### config.mk
export PLATFORM = sky130hd
export DESIGN_NAME = mem_access_unit
export DESIGN_NICKNAME = d
export VERILOG_FILES = /design/src/rtl/mem_access_pkg.sv /design/src/rtl/mem_region_decode.sv /design/src/rtl/mem_access_unit.sv
export SDC_FILE = /design/constraint.sdc
export NUM_CORES = 1
export LEC_CHECK = 0
export CAP_MARGIN = 0
export CELL_PAD_IN_SITES_DETAIL_PLACEMENT = 1
export CELL_PAD_IN_SITES_GLOBAL_PLACEMENT = 2
export CORE_MARGIN = 3
export CORE_UTILIZATION = 27
export CTS_BUF_LIST = sky130_fd_sc_hd__clkbuf_16
export CTS_CLUSTER_SIZE = 40
export DETAILED_ROUTE_END_ITERATION = 8
export PLACE_DENSITY = 0.79
export SETUP_SLACK_MARGIN = 0.15
export SLEW_MARGIN = 20
export SYNTH_ARGS = -nofsm -noshare
export SYNTH_HDL_FRONTEND = slang
export SYNTH_SLANG_ARGS = --single-unit
### constraint.sdc
create_clock -name clock -period 2.3 [get_ports clock]
set_input_delay 0.23 -clock clock [delete_from_list [all_inputs] [get_ports clock]]
set_output_delay 0.23 -clock clock [all_outputs]
set_load 0.05 [all_outputs]
### src/rtl/mem_access_pkg.sv
// mem_access_pkg: shared types, default depths and helpers for mem_access_unit.
package mem_access_pkg;
  typedef enum logic [1:0] {REG_M1 = 2'b00, REG_M2 = 2'b01, REG_M3 = 2'b10, REG_NONE = 2'b11} region_e;
  typedef enum logic [2:0] {IDLE, ISSUE, M2_SEQ, WAIT, RESP} state_e;
  localparam int M1_DEPTH_DEF = 1038;
  localparam int M2_DEPTH_DEF = 4096;
  localparam int M3_DEPTH_DEF = 3072;
  localparam logic SIZE_BYTE = 1'b0;
  localparam logic SIZE_WORD = 1'b1;
  localparam int LANE_W = 2;
  function automatic logic [7:0] lane_byte(input logic [31:0] w, input logic [LANE_W-1:0] l);
    return w[{l, 3'b000} +: 8];
  endfunction
endpackage

### src/rtl/mem_region_decode.sv
// mem_region_decode: maps a byte address and size to region, bank index, lane and error.
// Without MEM_ACCESS_M2_WORD_EN, M2 word accesses decode as errors.
module mem_region_decode
  import mem_access_pkg::*;
#(
  parameter int M1_DEPTH = M1_DEPTH_DEF,
  parameter int M2_DEPTH = M2_DEPTH_DEF,
  parameter int M3_DEPTH = M3_DEPTH_DEF
) (
  input  logic [15:0]       addr,
  input  logic              size,
  output region_e           region,
  output logic [11:0]       index,
  output logic [LANE_W-1:0] lane,
  output logic              err
);
  logic [13:0] idx_full;
  logic bad_align, bad_depth, bad_size;
  assign region = region_e'(addr[15:14]);
  assign lane = addr[1:0];
  assign idx_full = region == REG_M2 ? addr[13:0] : {2'b00, addr[13:2]};
  assign index = idx_full[11:0];
  assign bad_align = size == SIZE_WORD && addr[1:0] != 2'b00;
  assign bad_depth = region == REG_M1 ? 32'(idx_full) >= M1_DEPTH :
                     region == REG_M2 ? 32'(idx_full) >= M2_DEPTH :
                     region == REG_M3 ? 32'(idx_full) >= M3_DEPTH : 1'b1;
`ifdef MEM_ACCESS_M2_WORD_EN
  assign bad_size = 1'b0;
`else
  assign bad_size = region == REG_M2 && size == SIZE_WORD;
`endif
  assign err = bad_align || bad_depth || bad_size;
endmodule

### src/rtl/mem_access_unit.sv
// mem_access_unit: request front end for the banked M1/M2/M3 data memory.
// Defining MEM_ACCESS_M2_WORD_EN builds the 4-beat M2 word sequencer.
module mem_access_unit
  import mem_access_pkg::*;
#(
  parameter int M1_DEPTH = M1_DEPTH_DEF,
  parameter int M2_DEPTH = M2_DEPTH_DEF,
  parameter int M3_DEPTH = M3_DEPTH_DEF
) (
  input  logic        clock,
  input  logic        reset_n,
  input  logic        req_valid,
  output logic        req_ready,
  input  logic        req_we,
  input  logic        req_size,
  input  logic [15:0] req_addr,
  input  logic [31:0] req_wdata,
  output logic        rsp_valid,
  output logic        rsp_err,
  output logic [31:0] rsp_rdata,
  output logic [10:0] m1_address,
  output logic [31:0] m1_data,
  output logic [3:0]  m1_wren,
  input  logic [31:0] m1_q,
  output logic [11:0] m2_address,
  output logic [7:0]  m2_data,
  output logic        m2_wren,
  input  logic [7:0]  m2_q,
  output logic [11:0] m3_address,
  output logic [31:0] m3_data,
  output logic [3:0]  m3_wren,
  input  logic [31:0] m3_q
);
  state_e state, state_n;
  region_e dec_region, r_region;
  logic [11:0] dec_index;
  logic [LANE_W-1:0] dec_lane, r_lane;
  logic dec_err, r_err, r_we, r_size, accept, seq_go, go;
  logic [3:0] wmask;
  logic [31:0] lane_wdata, lane_q, m2_word, rdata_n;
  mem_region_decode #(.M1_DEPTH(M1_DEPTH), .M2_DEPTH(M2_DEPTH), .M3_DEPTH(M3_DEPTH)) u_dec (
    .addr(req_addr), .size(req_size), .region(dec_region), .index(dec_index), .lane(dec_lane), .err(dec_err)
  );
  assign accept = req_valid && req_ready;
  assign go = accept && !dec_err;
  assign wmask = req_size == SIZE_WORD ? 4'hf : 4'b0001 << dec_lane;
  assign lane_wdata = req_size == SIZE_WORD ? req_wdata : {4{req_wdata[7:0]}};
  assign lane_q = r_region == REG_M3 ? m3_q : m1_q;
  assign rsp_valid = state == RESP;
`ifdef MEM_ACCESS_M2_WORD_EN
  logic [1:0] beat;
  logic [23:0] seq_wdata, m2_acc;
  assign seq_go = go && dec_region == REG_M2 && req_size == SIZE_WORD;
  assign m2_word = {m2_q, m2_acc};
  // m2_acc shifts in bytes 0..2 as they return; byte 3 is still on m2_q at the final capture
  always_ff @(posedge clock or negedge reset_n)
    if (!reset_n) begin
      beat <= 2'd0;
      seq_wdata <= '0;
      m2_acc <= '0;
    end else begin
      beat <= state == M2_SEQ ? beat + 2'd1 : 2'd0;
      seq_wdata <= accept ? req_wdata[31:8] : state == M2_SEQ ? seq_wdata >> 8 : seq_wdata;
      m2_acc <= state == M2_SEQ && beat != 2'd0 ? {m2_q, m2_acc[23:8]} : m2_acc;
    end
`else
  assign seq_go = 1'b0;
  assign m2_word = {24'd0, m2_q};
`endif
  assign rdata_n = r_err || r_we ? '0 :
                   r_size == SIZE_WORD ? (r_region == REG_M2 ? m2_word : lane_q) :
                   {24'd0, r_region == REG_M2 ? m2_q : lane_byte(lane_q, r_lane)};
  // Errors spend one no-access cycle in ISSUE so every response leaves at least one edge after acceptance
  always_comb begin
    state_n = state;
    case (state)
      IDLE:   state_n = accept ? (seq_go ? M2_SEQ : ISSUE) : IDLE;
      ISSUE:  state_n = r_we || r_err ? RESP : WAIT;
`ifdef MEM_ACCESS_M2_WORD_EN
      M2_SEQ: state_n = beat == 2'd3 ? (r_we ? RESP : WAIT) : M2_SEQ;
`endif
      WAIT:   state_n = RESP;
      default: state_n = IDLE;
    endcase
  end
  always_ff @(posedge clock or negedge reset_n)
    if (!reset_n) begin
      state <= IDLE;
      req_ready <= 1'b0;
      rsp_err <= 1'b0;
      rsp_rdata <= '0;
      r_region <= REG_M1;
      r_lane <= '0;
      r_err <= 1'b0;
      r_we <= 1'b0;
      r_size <= 1'b0;
      m1_address <= '0;
      m1_data <= '0;
      m1_wren <= '0;
      m2_address <= '0;
      m2_data <= '0;
      m2_wren <= 1'b0;
      m3_address <= '0;
      m3_data <= '0;
      m3_wren <= '0;
    end else begin
      state <= state_n;
      req_ready <= state_n == IDLE;
      rsp_err <= state_n == RESP && r_err;
      rsp_rdata <= state_n == RESP ? rdata_n : '0;
      m1_wren <= '0;
      m2_wren <= 1'b0;
      m3_wren <= '0;
      if (accept) begin
        r_region <= dec_region;
        r_lane <= dec_lane;
        r_err <= dec_err;
        r_we <= req_we;
        r_size <= req_size;
      end
      if (go && dec_region == REG_M1) begin
        m1_address <= dec_index[10:0];
        m1_data <= lane_wdata;
        m1_wren <= req_we ? wmask : '0;
      end
      if (go && dec_region == REG_M2) begin
        m2_address <= dec_index;
        m2_data <= req_wdata[7:0];
        m2_wren <= req_we;
      end
      if (go && dec_region == REG_M3) begin
        m3_address <= dec_index;
        m3_data <= lane_wdata;
        m3_wren <= req_we ? wmask : '0;
      end
`ifdef MEM_ACCESS_M2_WORD_EN
      if (state == M2_SEQ && beat != 2'd3) begin
        m2_address <= m2_address + 12'd1;
        m2_data <= seq_wdata[7:0];
        m2_wren <= r_we;
      end
`endif
    end
endmodule

==> impl_metrics.env <==
export IMPL_multi_input_area_sq_um=2763
export IMPL_postCtsSetupBuffers=0
export IMPL_hold_viol_final=0
export IMPL_yosysWarnings=0
export IMPL_clk_pin_slew_ns=0.07
export IMPL_hold_ws_ns=0.1619
export IMPL_drv_cap=0
export IMPL_dp_hpwl_um=18750
export IMPL_drtIter0Drc=259
export IMPL_crit_type="primary input to flip-flop"
export IMPL_gp_congestion=0.7733
export IMPL_vias_per_cell=4.646
export IMPL_grt_pass1_wl_um=37540
export IMPL_die_y_um=166.6
export IMPL_std_cell_rows=58
export IMPL_swShare_pct=45.19
export IMPL_nets=993
export IMPL_fmax_mhz=516.4
export IMPL_clk_latency_ns=0.43
export IMPL_nFillCells=2732
export IMPL_first_global_vias=6053
export IMPL_diodes=0
export IMPL_overflow=0
export IMPL_slowest_stage="or4_1"
export IMPL_drv_slew=0
export IMPL_netlist_area_sq_um=6965
export IMPL_finalSetupViolCount=0
export IMPL_p_int_mw=7.570
export IMPL_min_period_over_period_pct=84.20
export IMPL_rsz0062_at_grt="no"
export IMPL_seqPwrFrac_pct=29.8
export IMPL_r2r_start="r_region[0]$_DFFE_PN0P_"
export IMPL_worst_pin_slew_ns=0.7195
export IMPL_h_tree_depth=4
export IMPL_ys_types=40
export IMPL_period_minus_slack_ns=1.937
export IMPL_dieWidth_um=166.6
export IMPL_syn_to_final_growth_pct=58.22
export IMPL_worstHoldStart="req_size"
export IMPL_power_density_nw_per_um2=1253
export IMPL_wl_per_cell_um=20.25
export IMPL_power_switching_mw=6.241
export IMPL_max_stage_delay_ns=0.60
export IMPL_place_area_sq_um=10400
export IMPL_io_pins=276
export IMPL_worstPathMaxFanout=16
export IMPL_synth_cells=559
export IMPL_hold_path_class="primary input to flip-flop"
export IMPL_vias=5626
export IMPL_grt_total_usage_pct=17.52
export IMPL_max_slew_margin_rel_pct=51.93
export IMPL_r2r_end="rsp_rdata[5]$_DFF_PN0_"
export IMPL_path_depth=6
export IMPL_syn_nets=684
export IMPL_outcome="completed"
export IMPL_initial_core_util_pct=27.58
export IMPL_ys_ff_latch=160
export IMPL_clock_power_share_pct=21.0
export IMPL_antenna_found_initial=0
export IMPL_skew_ns=0.01446
export IMPL_leakage_nw=4.910
export IMPL_seq_area_sq_um=4004
export IMPL_numCtsBuffers=17
export IMPL_crit_arrival_ns=2.25
export IMPL_cts_root_buf="clkbuf_16"
export IMPL_grt_max_degree=68
export IMPL_final_cell_mix="clkdlybuf4s50_1 (272), dfrtp_1 (160), mux2_2 (85)"
export IMPL_mostFrequentLayoutCell="clkdlybuf4s50_1"
export IMPL_io_buffers=275
export IMPL_peakVddDrop_v=0.0007009
export IMPL_dieArea_sq_um=27760
export IMPL_worst_path_buf_inv=2
export IMPL_syn_area_per_cell_sq_um=12.46
export IMPL_core_area_sq_um=25250
export IMPL_layout_drive_gt1_share_pct=19.98
export IMPL_seq_area_frac_synth_pct=57.48
export IMPL_cp_end_kind="flip-flop"
export IMPL_clkSinkCount=160
export IMPL_first_pass_iters=4
export IMPL_drt_antenna_violating_nets=0
export IMPL_start_kind="primary input"
export IMPL_worstPathRequired_ns=2.61
export IMPL_drt_wl_total_um=24520
export IMPL_p_comb_share_pct=49.2
export IMPL_critical_path_top_delay_family="buffers and inverters"
export IMPL_drc=0
export IMPL_cts_tree="done"
export IMPL_holdPathStages=2
export IMPL_finalInstanceArea_sq_um=11020
export IMPL_ctsLongestPathBuffers=2
export IMPL_reg2reg_depth=6
export IMPL_worstPathCellList="clkdlybuf4s50_1, or4_1, a211oi_2, o21a_2, buf_12, mux2_1"
export IMPL_min_to="r_size$_DFFE_PN0P_"
export IMPL_timing_reg2reg_setup_slack_ns=0.37
-- per-layer routing --
metal  track usage, %  vias to the layer above  share of wire (%)
li1                 -                     2603                  -
met1            21.33                     2830                 42
met2            29.81                      176                 50
met3            6.646                       17                7.5
met4            3.659                        0               0.91
met5                0                        -                  0
-- kinds of logic (layout without fill, tap and decap cells) --
kind of cell | after synthesis | count (layout) | share of synthesized area (%)
buffers and inverters | 37 | 359 | 3.071
multiplexers | 136 | 136 | 21.54
flip-flops | 160 | 160 | 57.48
AO/OA/AOI/OAI | 103 | 103 | 9.466
AND/OR/NAND/NOR | 123 | 123 | 8.443
-- registers in the layout, indices dropped and copies added (netlist names) --
name,cells
rsp_err,1
m3_wren,4
m2_data,8
r_we,1
m1_data,32
m3_data,32
m1_wren,4
rsp_rdata,32
m1_address,11
r_lane,2
r_size,1
r_err,1
m2_wren,1
m2_address,12
r_region,2
state,3
req_ready,1
m3_address,12
-- cell type report --
class / count / share of cell area [%]
Clock inverter: 15 / 1.726
Clock buffer: 17 / 3.860
Tap cell: 330 / 3.747
Timing Repair Buffer: 323 / 29.13
Inverter: 4 / 0.1362
Multi-Input combinational cell: 362 / 25.07
Sequential cell: 160 / 36.33
-- power groups by stage --
stage,clock (mW),combinational [mW],sequential [mW]
2_1_floorplan,0,1.62,6.70
3_3_place_gp,0,6.79,4.13
3_5_place_dp,0,6.84,4.16
4_1_cts,3.00,6.87,4.12
5_1_grt,3.14,7.11,4.24
6_report,2.91,6.79,4.11
-- cell usage after synthesis --
master	n	area share [%]
o21ai_1	2	0.14
nor2b_1	12	1.1
and2_1	2	0.18
mux2_2	85	14
dfrtp_1	160	57
o211ai_1	1	0.11
mux2i_1	25	3.6
or3_1	1	0.090
buf_6	8	1.3
o22ai_2	1	0.18
nor4b_2	1	0.22
nor2_1	52	2.8
clkbuf_1	15	0.81
o21ai_0	11	0.79
nor3b_1	4	0.43
a21oi_2	1	0.13
or3b_2	1	0.13
o21a_1	2	0.22
nor3_1	4	0.29
a211oi_1	1	0.11
nand2b_1	3	0.27
and3b_1	2	0.25
mux2_1	26	4.2
nand3b_1	8	0.86
buf_1	2	0.11
o22ai_1	8	0.72
a21o_1	21	2.3
or4_1	1	0.11
o21bai_1	2	0.22
a31oi_1	1	0.090
inv_1	4	0.22
a22oi_1	8	0.86
buf_2	5	0.36
a211oi_2	1	0.18
buf_4	2	0.22
clkbuf_2	1	0.072
nand2_1	31	1.7
nand3_1	1	0.072
a21oi_1	36	2.6
a311oi_1	7	0.88
-- repair_timing --
item                       in CTS  in global routing
hold endpoints to repair       24                  0
setup endpoints to repair       1                  0
resized for setup               1                  0
hold buffers                    1                  0
-- how the worst max path moves through the flow --
stage,slack (ns),end,from
floorplan,0.16,m2_address[0]$_DFFE_PN0P_,req_ready$_DFF_PN0_
global placement,-0.1,m1_data[6]$_DFFE_PN0P_,req_addr[15]
detailed placement,-0.11,m1_data[2]$_DFFE_PN0P_,req_addr[15]
CTS,0.30,rsp_rdata[5]$_DFF_PN0_,r_region[0]$_DFFE_PN0P_
global route,0.24,rsp_rdata[5]$_DFF_PN0_,r_region[0]$_DFFE_PN0P_
finish,0.36,m1_address[8]$_DFFE_PN0P_,req_addr[9]
-- stage by stage --
| step | power (mW) | setup slack [ns] | utilization (%) | setup TNS, ns | cells |
|---|---|---|---|---|---|
| final | 13.81 | 0.3634 | 43.64 | 0 | 1211 |
| after global routing | 14.48 | 0.2370 | 43.64 | 0 | 1211 |
| after CTS | 13.99 | 0.3041 | 43.64 | 0 | 1211 |
| after detailed placement | 11.00 | -0.1150 | 41.17 | -2.978 | 1178 |
| after global placement | 10.93 | -0.09861 | 41.16 | -2.067 | 1178 |
| after floorplan | 8.316 | 0.1643 | - | 0 | 559 |
Note: power is estimated with default switching activity, not from simulation.
